## config.mk

```make
export PLATFORM = sky130hd
export DESIGN_NAME = rom_loader_flat
export DESIGN_NICKNAME = d
export VERILOG_FILES = /design/src/rtl/rom_loader_pkg.sv /design/src/rtl/rom_loader_if.sv /design/src/rtl/rom_loader_word_packer.sv /design/src/rtl/rom_loader.sv /design/src/flat_wrapper.sv
export SDC_FILE = /design/constraint.sdc
export NUM_CORES = 1
export LEC_CHECK = 0
export CORE_AREA = 2 2 90 92
export CTS_CLUSTER_SIZE = 20
export DETAILED_ROUTE_END_ITERATION = 8
export DIE_AREA = 0 0 92 94
export SETUP_SLACK_MARGIN = 0.4
export SYNTH_ARGS = -nofsm -noshare
export SYNTH_HDL_FRONTEND = slang
export SYNTH_SLANG_ARGS = --single-unit
```

## constraint.sdc

```tcl
create_clock -name clk -period 2.6 [get_ports clk]
set_clock_uncertainty 0.05 [all_clocks]
set_input_delay 0.52 -clock clk [delete_from_list [all_inputs] [get_ports clk]]
set_output_delay 0.52 -clock clk [all_outputs]
set_load 0.005 [all_outputs]
```

## src/rtl/rom_loader_pkg.sv

```systemverilog
// Shared definitions for the boot-time program loader: default widths,
// header size and the loader state encoding.
package rom_loader_pkg;

  localparam int IA_BITS       = 8;
  localparam int I_BITS        = 16;
  localparam int LDR_HDR_BYTES = 2;

  typedef enum logic [2:0] {
    LDR_CNT_LO = 3'd0,
    LDR_CNT_HI = 3'd1,
    LDR_WORD   = 3'd2,
    LDR_WRITE  = 3'd3,
    LDR_DONE   = 3'd4,
    LDR_ERR    = 3'd5
  } ldr_state_e;

endpackage

```

## src/rtl/rom_loader_if.sv

```systemverilog
// Byte-stream valid/ready channel feeding the loader; the source is the
// master, the loader the slave.
interface rom_loader_if;

  logic       in_valid;
  logic [7:0] in_data;
  logic       in_ready;

  modport master (output in_valid, output in_data, input  in_ready);
  modport slave  (input  in_valid, input  in_data, output in_ready);

endinterface

```

## src/rtl/rom_loader_word_packer.sv

```systemverilog
// Byte-to-word shift register: bytes arrive least-significant first and are
// shifted in from the top; full_o flags the byte that completes a word.
module word_packer #(
  parameter int instr_width = 16
) (
  input  logic                   clk,
  input  logic                   rstn,
  input  logic                   clear_i,
  input  logic                   valid_i,
  input  logic [7:0]             byte_i,
  output logic [instr_width-1:0] word_o,
  output logic                   full_o
);

  localparam int BYTES = instr_width / 8;
  localparam int CNT_W = (BYTES > 1) ? $clog2(BYTES) : 1;

  logic [CNT_W-1:0]       cnt_q;
  logic [instr_width-1:0] word_q;
  logic [instr_width+7:0] shift_w;

  // word_o already contains the byte being accepted, so the loader can latch
  // the complete word on the same edge that takes the last byte.
  assign shift_w = {byte_i, word_q};
  assign word_o  = shift_w[instr_width+7:8];
  assign full_o  = valid_i && (cnt_q == CNT_W'(BYTES - 1));

  always_ff @(posedge clk or negedge rstn) begin
    if (!rstn) begin
      cnt_q  <= '0;
      word_q <= '0;
    end else if (clear_i) begin
      cnt_q  <= '0;
    end else if (valid_i) begin
      // NOTE: non-blocking assignments keep every flop sampling pre-edge values.
      cnt_q  <= full_o ? '0 : cnt_q + CNT_W'(1);
      word_q <= word_o;
    end
  end

endmodule

```

## src/rtl/rom_loader.sv

```systemverilog
// Boot loader: parses a little-endian word-count header, packs the following
// bytes into instruction words, writes them from address 0 and then releases
// the core from reset.
module rom_loader
  import rom_loader_pkg::*;
#(
  parameter int pc_width    = IA_BITS,
  parameter int instr_width = I_BITS
) (
  input  logic                   clk,
  input  logic                   rstn,
  rom_loader_if.slave            in_if,
  input  logic                   reload,
  output logic                   wr_en,
  output logic [pc_width-1:0]    wr_addr,
  output logic [instr_width-1:0] wr_data,
  output logic                   core_rstn,
  output logic                   done,
  output logic                   err
);

  localparam int          N_W      = 8 * LDR_HDR_BYTES;
  localparam logic [31:0] CAPACITY = 32'd1 << pc_width;

  ldr_state_e             state_q;
  logic [N_W-1:0]         n_q;
  logic [pc_width:0]      addr_q;
  logic [pc_width:0]      addr_d;
  logic                   wr_en_q;
  logic [pc_width-1:0]    wr_addr_q;
  logic [instr_width-1:0] wr_data_q;
  logic                   core_rstn_q;
  logic                   done_q;
  logic                   err_q;

  logic                   accept;
  logic [N_W-1:0]         n_hdr;
  logic [instr_width-1:0] packed_word;
  logic                   packed_full;

  assign in_if.in_ready = (state_q == LDR_CNT_LO) || (state_q == LDR_CNT_HI) ||
                          (state_q == LDR_WORD);
  assign accept = in_if.in_valid && in_if.in_ready;
  assign n_hdr  = {in_if.in_data, n_q[7:0]};
  // One extra address bit lets a full 2^pc_width program terminate cleanly.
  assign addr_d = addr_q + {{pc_width{1'b0}}, 1'b1};

  word_packer #(
    .instr_width(instr_width)
  ) u_packer (
    .clk    (clk),
    .rstn   (rstn),
    .clear_i(accept && (state_q == LDR_CNT_HI)),
    .valid_i(accept && (state_q == LDR_WORD)),
    .byte_i (in_if.in_data),
    .word_o (packed_word),
    .full_o (packed_full)
  );

  always_ff @(posedge clk or negedge rstn) begin
    if (!rstn) begin
      state_q     <= LDR_CNT_LO;
      n_q         <= '0;
      addr_q      <= '0;
      wr_en_q     <= 1'b0;
      wr_addr_q   <= '0;
      wr_data_q   <= '0;
      core_rstn_q <= 1'b0;
      done_q      <= 1'b0;
      err_q       <= 1'b0;
    end else begin
      wr_en_q <= 1'b0;
      unique case (state_q)
        LDR_CNT_LO: begin
          if (accept) begin
            n_q[7:0] <= in_if.in_data;
            state_q  <= LDR_CNT_HI;
          end
        end
        LDR_CNT_HI: begin
          if (accept) begin
            n_q[N_W-1:8] <= in_if.in_data;
            addr_q       <= '0;
            if (32'(n_hdr) > CAPACITY) begin
              state_q <= LDR_ERR;
              err_q   <= 1'b1;
            end else if (n_hdr == '0) begin
              state_q     <= LDR_DONE;
              done_q      <= 1'b1;
              core_rstn_q <= 1'b1;
            end else begin
              state_q <= LDR_WORD;
            end
          end
        end
        LDR_WORD: begin
          if (packed_full) begin
            state_q   <= LDR_WRITE;
            wr_en_q   <= 1'b1;
            wr_addr_q <= addr_q[pc_width-1:0];
            wr_data_q <= packed_word;
          end
        end
        LDR_WRITE: begin
          addr_q <= addr_d;
          if (32'(addr_d) == 32'(n_q)) begin
            state_q     <= LDR_DONE;
            done_q      <= 1'b1;
            core_rstn_q <= 1'b1;
          end else begin
            state_q <= LDR_WORD;
          end
        end
        LDR_DONE: begin
          if (reload) begin
            state_q     <= LDR_CNT_LO;
            done_q      <= 1'b0;
            core_rstn_q <= 1'b0;
          end
        end
        LDR_ERR: begin
          state_q <= LDR_ERR;
        end
        default: begin
          state_q <= LDR_CNT_LO;
        end
      endcase
    end
  end

  assign wr_en     = wr_en_q;
  assign wr_addr   = wr_addr_q;
  assign wr_data   = wr_data_q;
  assign core_rstn = core_rstn_q;
  assign done      = done_q;
  assign err       = err_q;

endmodule

```

## src/flat_wrapper.sv

```systemverilog
// flat-port wrapper written by rule: the top's interface ports become plain ports
module rom_loader_flat import rom_loader_pkg::*;
#(
  parameter int pc_width    = IA_BITS,
  parameter int instr_width = I_BITS
)
  (clk, rstn, reload, wr_en, wr_addr, wr_data, core_rstn, done, err, in_if_in_valid, in_if_in_data, in_if_in_ready);
  rom_loader_if in_if_i ();
  input  logic clk;
  input  logic rstn;
  input  logic reload;
  output logic wr_en;
  output logic [pc_width-1:0] wr_addr;
  output logic [instr_width-1:0] wr_data;
  output logic core_rstn;
  output logic done;
  output logic err;
  input wire logic [$bits(in_if_i.in_valid)-1:0] in_if_in_valid;
  input wire logic [$bits(in_if_i.in_data)-1:0] in_if_in_data;
  output wire logic [$bits(in_if_i.in_ready)-1:0] in_if_in_ready;
  assign in_if_i.in_valid = in_if_in_valid;
  assign in_if_i.in_data = in_if_in_data;
  assign in_if_in_ready = in_if_i.in_ready;
  rom_loader #(.pc_width(pc_width), .instr_width(instr_width)) u_core (.clk(clk), .rstn(rstn), .in_if(in_if_i), .reload(reload), .wr_en(wr_en), .wr_addr(wr_addr), .wr_data(wr_data), .core_rstn(core_rstn), .done(done), .err(err));
endmodule
```

==> results of run 1 <==
critical path, stage by stage, from the launching register on:
cell and delay [ps]:
dfrtp_2 500, a21oi_1 160, clkdlybuf4s50_1 520
per-layer routing:
layer	global-route usage, %	share of wire (%)
met2	25.9	50
met3	4.33	4.2
met1	20.4	45
met5	0	0
met4	7.34	1.4
layout by cell type (no fill, tap or decap), types with 2 or more instances in the layout:
| cell | n |
|---|---|
| mux2_2 | 48 |
| o22ai_1 | 2 |
| nor3_1 | 3 |
| o31ai_1 | 4 |
| a31o_1 | 2 |
| inv_1 | 2 |
| clkdlybuf4s50_1 | 39 |
| and3_2 | 2 |
| nand2_1 | 11 |
| clkinvlp_4 | 3 |
| dfrtp_1 | 63 |
| a21oi_1 | 6 |
| nand4_1 | 2 |
| nor4_1 | 2 |
| a21o_1 | 2 |
| buf_4 | 13 |
| clkbuf_8 | 9 |
| and3b_1 | 2 |
| nor2_1 | 10 |
| xor2_1 | 5 |
| nand3_1 | 8 |
| o21ai_0 | 13 |
| xnor2_1 | 6 |
| clkinv_2 | 2 |
| nor4_2 | 3 |
| nand2_4 | 2 |
timing repair:
| item | 4_1_cts | 5_1_grt |
|---|---|---|
| setup endpoints to repair | 0 | 5 |
| buffers inserted | 0 | 0 |
| resized for setup | 0 | 5 |
cell type report:
type | instances | area [um^2]
Clock buffer | 9 | 124
Clock inverter | 7 | 71.3
Fill cell | 708 | 3850
Inverter | 3 | 11.3
Multi-Input combinational cell | 159 | 1330
Sequential cell | 64 | 1600
Tap cell | 102 | 128
Timing Repair Buffer | 53 | 493
stage by stage:
| stage | setup slack [ps] | hold slack (ps) | cell area (um^2) | utilization, % | cells |
|---|---|---|---|---|---|
| 5_1_grt | 413 | 51.2 | 3760 | 49.4 | 397 |
| 2_1_floorplan | 642 | 174 | 2980 | - | 235 |
| 4_1_cts | 431 | 37.6 | 3730 | 49.1 | 397 |
| 3_3_place_gp | 185 | 414 | 3540 | 46.5 | 381 |
| 6_report | 506 | 39.4 | 3760 | 49.4 | 397 |
| 3_5_place_dp | 149 | 415 | 3540 | 46.5 | 381 |
flip-flops by register name, summed over array words and instances, names as in the netlist, 3 cells and up:
name and count:
u_core.n_q 16, u_core.wr_addr 8, u_core.addr_q 9, u_core.wr_data 16, u_core.u_packer.word_q 8, u_core.state_q 3
worst min-delay path by stage:
stage,end,slack (ps)
CTS,u_core.wr_en,40
detailed placement,u_core.wr_addr[2],410
finish,u_core.n_q[8],40
global placement,u_core.err,410
floorplan,u_core.addr_q[0],170
global route,u_core.wr_data[8],50
power breakdown:
| part | total [mW] | leakage, nW | switching, mW | internal [mW] |
|---|---|---|---|---|
| clock | 0.839 | 0.0916 | 0.398 | 0.441 |
| combinational | 0.543 | 0.783 | 0.214 | 0.330 |
| sequential | 1.36 | 0.836 | 0.195 | 1.16 |
kinds of logic after synthesis:
| kind of cell | Yosys count | share of synthesized area (%) |
|---|---|---|
| xor gates and xnor gates | 13 | 4.82 |
| adders and majority gates | 1 | 0.419 |
| muxes | 49 | 18.6 |
| AOI/OAI and AO/OA | 35 | 7.30 |
| and+or+nand+nor | 61 | 12.6 |
| buffers and inverters | 12 | 2.56 |
| DFF | 64 | 53.7 |
==> results.yml, run 1 <==
worst_hold_path:
  hold_path.class: "in -> async"
route:
  detail-route-antenna-nets: 0
  drt_wl_total_um: 6230
  drt-initial-drc-count: 86
  num_vias: 2011
  drc_errors: 0
  wire_per_inst_um: 15.7
  via_per_inst: 5.07
  drt_pass1_iterations: 4
timing:
  rsz0062_at_grt: "false"
  drv_slew: 0
  max_freq_ghz: 0.477
  period_share_pct: 80.6
  hold_viol: 0
  final.setup.tns_ps: 0
  setup_viol: 0
  fin_crit_ps: 2090
  relSlewSlack_pct: 69.8
  worstMarginPinSlew_ps: 448
power_and_ir_drop:
  finalPower_mw: 2.74
  p_leak_nw: 1.71
  vdd_drop_max_mv: 0.398
  powerDensity_nw_per_um2: 730
yosys:
  synth_area_leaders: "dfrtp_1 (54%), mux2_2 (18%), o21ai_0 (2.2%), xnor2_1 (1.8%), xor2_1 (1.5%)"
  syn_avg_cell_area_um2: 12.7
  yosys_most_used_dff: "dfrtp_1"
  ys_seq_area_share_pct: 53.7
  yosysMostFrequentCell: "dfrtp_1"
  synth_top_area_cell: "dfrtp_1"
  syn_nets: 248
  synth_cells: 235
  synth_edf_count: 0
  ys_warn_count: 0
  synth_cell_type_count: 51
  synth_common_cells: "dfrtp_1 (64), mux2_2 (48), o21ai_0 (13)"
  yosysTopAreaCellShare_pct: 53.7
  async_flop_share_pct: 100
  syn-cell-area_um2: 2980
  ys_seq_elements: 64
placement:
  gp_congestion: 0.798
  dpl.hpwl_um: 4450
  portBuffers: 40
clock_network:
  cts_sinks: 64
  cts_buffer_depth: 2
  cts_root_buf: "clkbuf_8"
  insertion_delay_ps: 340
  numCtsBuffers: 9
  h-tree-depth: 3
  clk_pin_slew_ps: 70
  cts_tree: "done"
  ctsHoldBuffers: 0
flow_run:
  timing.max_cap.violations: 0
grt:
  grt-ovfl-total: 0
  grt_pass1_vias: 2053
  grt_pass1_wl_um: 10500
  grt_max_degree: 30
  antenna_found_initial: 0
  grt_usage_pct: 16.1
setup_path:
  crit_end: "in_if_in_ready"
  path_class: "reg -> out"
  rr_endpoint: "u_core.core_rstn"
  r2r-start: "u_core.addr_q[1]"
  start_kind: "register"
  path_max_fanout: 11
  reg2reg_slack_ps: 530
  crit_start: "u_core.state_q[0]"
  r2r_cells: 6
  cp.arrival_ps: 1520
  end_kind: "output port"
  required_ps: 2030
die:
  core_area_um2: 7610
  die_y_um: 94
  io_pins: 41
  num_rows: 32
  die_width_um: 92
  start_util_pct: 39.2
  die-area_um2: 8650
final_layout:
  drive_above_1_share_pct: 32.9
  n_antenna_cell: 0
  area.growth.synth_to_final_pct: 25.9
  nNetsFinal: 303
status:
  status: "complete, no violations"
Power figures use the tool's default switching activity.
==> run 2: changes to the inputs <==
==> constraint.sdc (replaced) <==
create_clock -name clk -period 1.9 [get_ports clk]
set_clock_uncertainty 0.05 [all_clocks]
set_input_delay 0.38 -clock clk [delete_from_list [all_inputs] [get_ports clk]]
set_output_delay 0.38 -clock clk [all_outputs]
set_load 0.005 [all_outputs]
==> results.yml, run 2 (synthesized netlist as in run 1, its figures left out) <==
status:
  status: "complete, no violations"
placement:
  gp_congestion: 0.763
  portBuffers: 40
  dpl.hpwl_um: 4500
  post-place-ws_ps: -363
  dp_cells: 394
die:
  die-area_um2: 8650
  io_pins: 41
  num_rows: 32
  die_width_um: 92
  start_util_pct: 39.2
  die_y_um: 94
  core_area_um2: 7610
setup_path:
  slowest_delay_ps: 550
  cp_cell_sequence: "or4_4, nor4_4, nand4_1, nor4bb_1, a21oi_1"
  crit_start: "u_core.n_q[11]"
  required_ps: 2050
  cp.arrival_ps: 2010
  rr_endpoint: "u_core.state_q[1]"
  path_max_fanout: 2
  crit_buf_inv: 0
  crit_end: "u_core.state_q[1]"
  path_class: "reg -> reg"
  r2r_cells: 5
  cp_top_family: "simple AND/OR/NAND/NOR gates"
  cp_slowest_cell: "or4_4"
  r2r-start: "u_core.n_q[11]"
  cp_num_cells: 5
  end_kind: "register"
  start_kind: "register"
  reg2reg_slack_ps: 50
timing:
  drv_slew: 0
  setup_slack_ps: 46.7
  hold_viol: 0
  fin_crit_ps: 1850
  worstMarginPinSlew_ps: 532
  period_share_pct: 97.5
  setup_viol: 0
  rsz0062_at_grt: "true"
  relSlewSlack_pct: 64.6
  max_freq_ghz: 0.540
route:
  drc_errors: 0
  drt-initial-drc-count: 125
  detail-route-antenna-nets: 0
  drt_pass1_iterations: 4
  num_vias: 2273
  drt_wl_total_um: 7980
  wire_per_inst_um: 17.9
  via_per_inst: 5.10
clock_network:
  cts_tree: "done"
  cts_root_buf: "clkbuf_8"
  cts_buffer_depth: 2
  clk_pin_slew_ps: 70
  h-tree-depth: 3
  cts_sinks: 64
  numCtsBuffers: 9
  insertion_delay_ps: 340
final_layout:
  final_cell_mix: "dfrtp_1 (57), mux2_4 (35), buf_4 (35)"
  nNetsFinal: 352
  stdcell_count: 446
  n_antenna_cell: 0
  area.growth.synth_to_final_pct: 53.0
  drive_above_1_share_pct: 51.2
  layout_commonest_cell: "dfrtp_1"
grt:
  grt_max_degree: 32
  grt_pass1_vias: 2395
  grt-ovfl-total: 0
  grt_usage_pct: 19.3
  grt_pass1_wl_um: 12600
  antenna_found_initial: 0
power_and_ir_drop:
  p_leak_nw: 2.25
  finalPower_mw: 4.55
  powerDensity_nw_per_um2: 996
  vdd_drop_max_mv: 0.483
flow_run:
  timing.max_cap.violations: 0
worst_hold_path:
  hold_path.class: "reg -> reg"
## run 2: routing by layer
layer	track usage (%)	up-vias	share of wire, %
met2	30.5	52	49
met5	0	-	0
met1	25.9	1141	46
li1	-	1069	-
met4	8.21	0	1.3
met3	3.69	11	3.6
## run 2: report_power, final
group	switching (mW)	internal (mW)	total (mW)
Sequential	0.261	1.60	1.86
Clock	0.559	0.779	1.34
Combinational	0.515	0.836	1.35
## run 2: worst register-to-register path, stage by stage (launching register included)
cell and delay (ps):
dfrtp_1 390, or4_4 550, nor4_4 170, nand4_1 180, nor4bb_1 300, a21oi_1 90
## run 2: what timing repair did
item / 4_1_cts / 5_1_grt
hold buffers: 1 / 0
resized for setup: 94 / 56
endpoints found under the hold margin: 16 / 0
buffers inserted: 25 / 6
endpoints found under the setup margin: 85 / 66
gates cloned: 4 / 0
pin swaps: 12 / 17
## run 2: area by class of cell
| class | instances | area [um^2] |
|---|---|---|
| timing repair buffer | 100 | 948 |
| inverter | 3 | 11.3 |
| multi-input combinational | 161 | 1640 |
| clock inverter | 6 | 92.6 |
| fill | 624 | 3040 |
| tap | 102 | 128 |
| sequential | 64 | 1610 |
| clock buffer | 10 | 138 |
## run 2: worst min-delay path by stage
stage	slack (ps)	cells after the start	start	endpoint
2_1_floorplan	30	0	rstn	u_core.addr_q[0]
3_3_place_gp	290	1	rstn	u_core.wr_addr[0]
3_5_place_dp	290	1	rstn	u_core.wr_addr[7]
4_1_cts	450	1	u_core.err	u_core.err
5_1_grt	470	1	u_core.wr_data[5]	u_core.wr_data[5]
6_report	450	1	u_core.wr_addr[4]	u_core.wr_addr[4]
## run 2: per-stage QoR
stage               setup TNS, ps  utilization (%)  instance area [um^2]  hold slack [ps]
global placement            -4370             48.4                  3680              288
finish                          0             60.0                  4560              452
detailed placement          -4460             48.4                  3680              293
CTS                             0             57.1                  4340              445
global route                -43.0             60.0                  4560              467
floorplan                       0                -                  3020             34.4
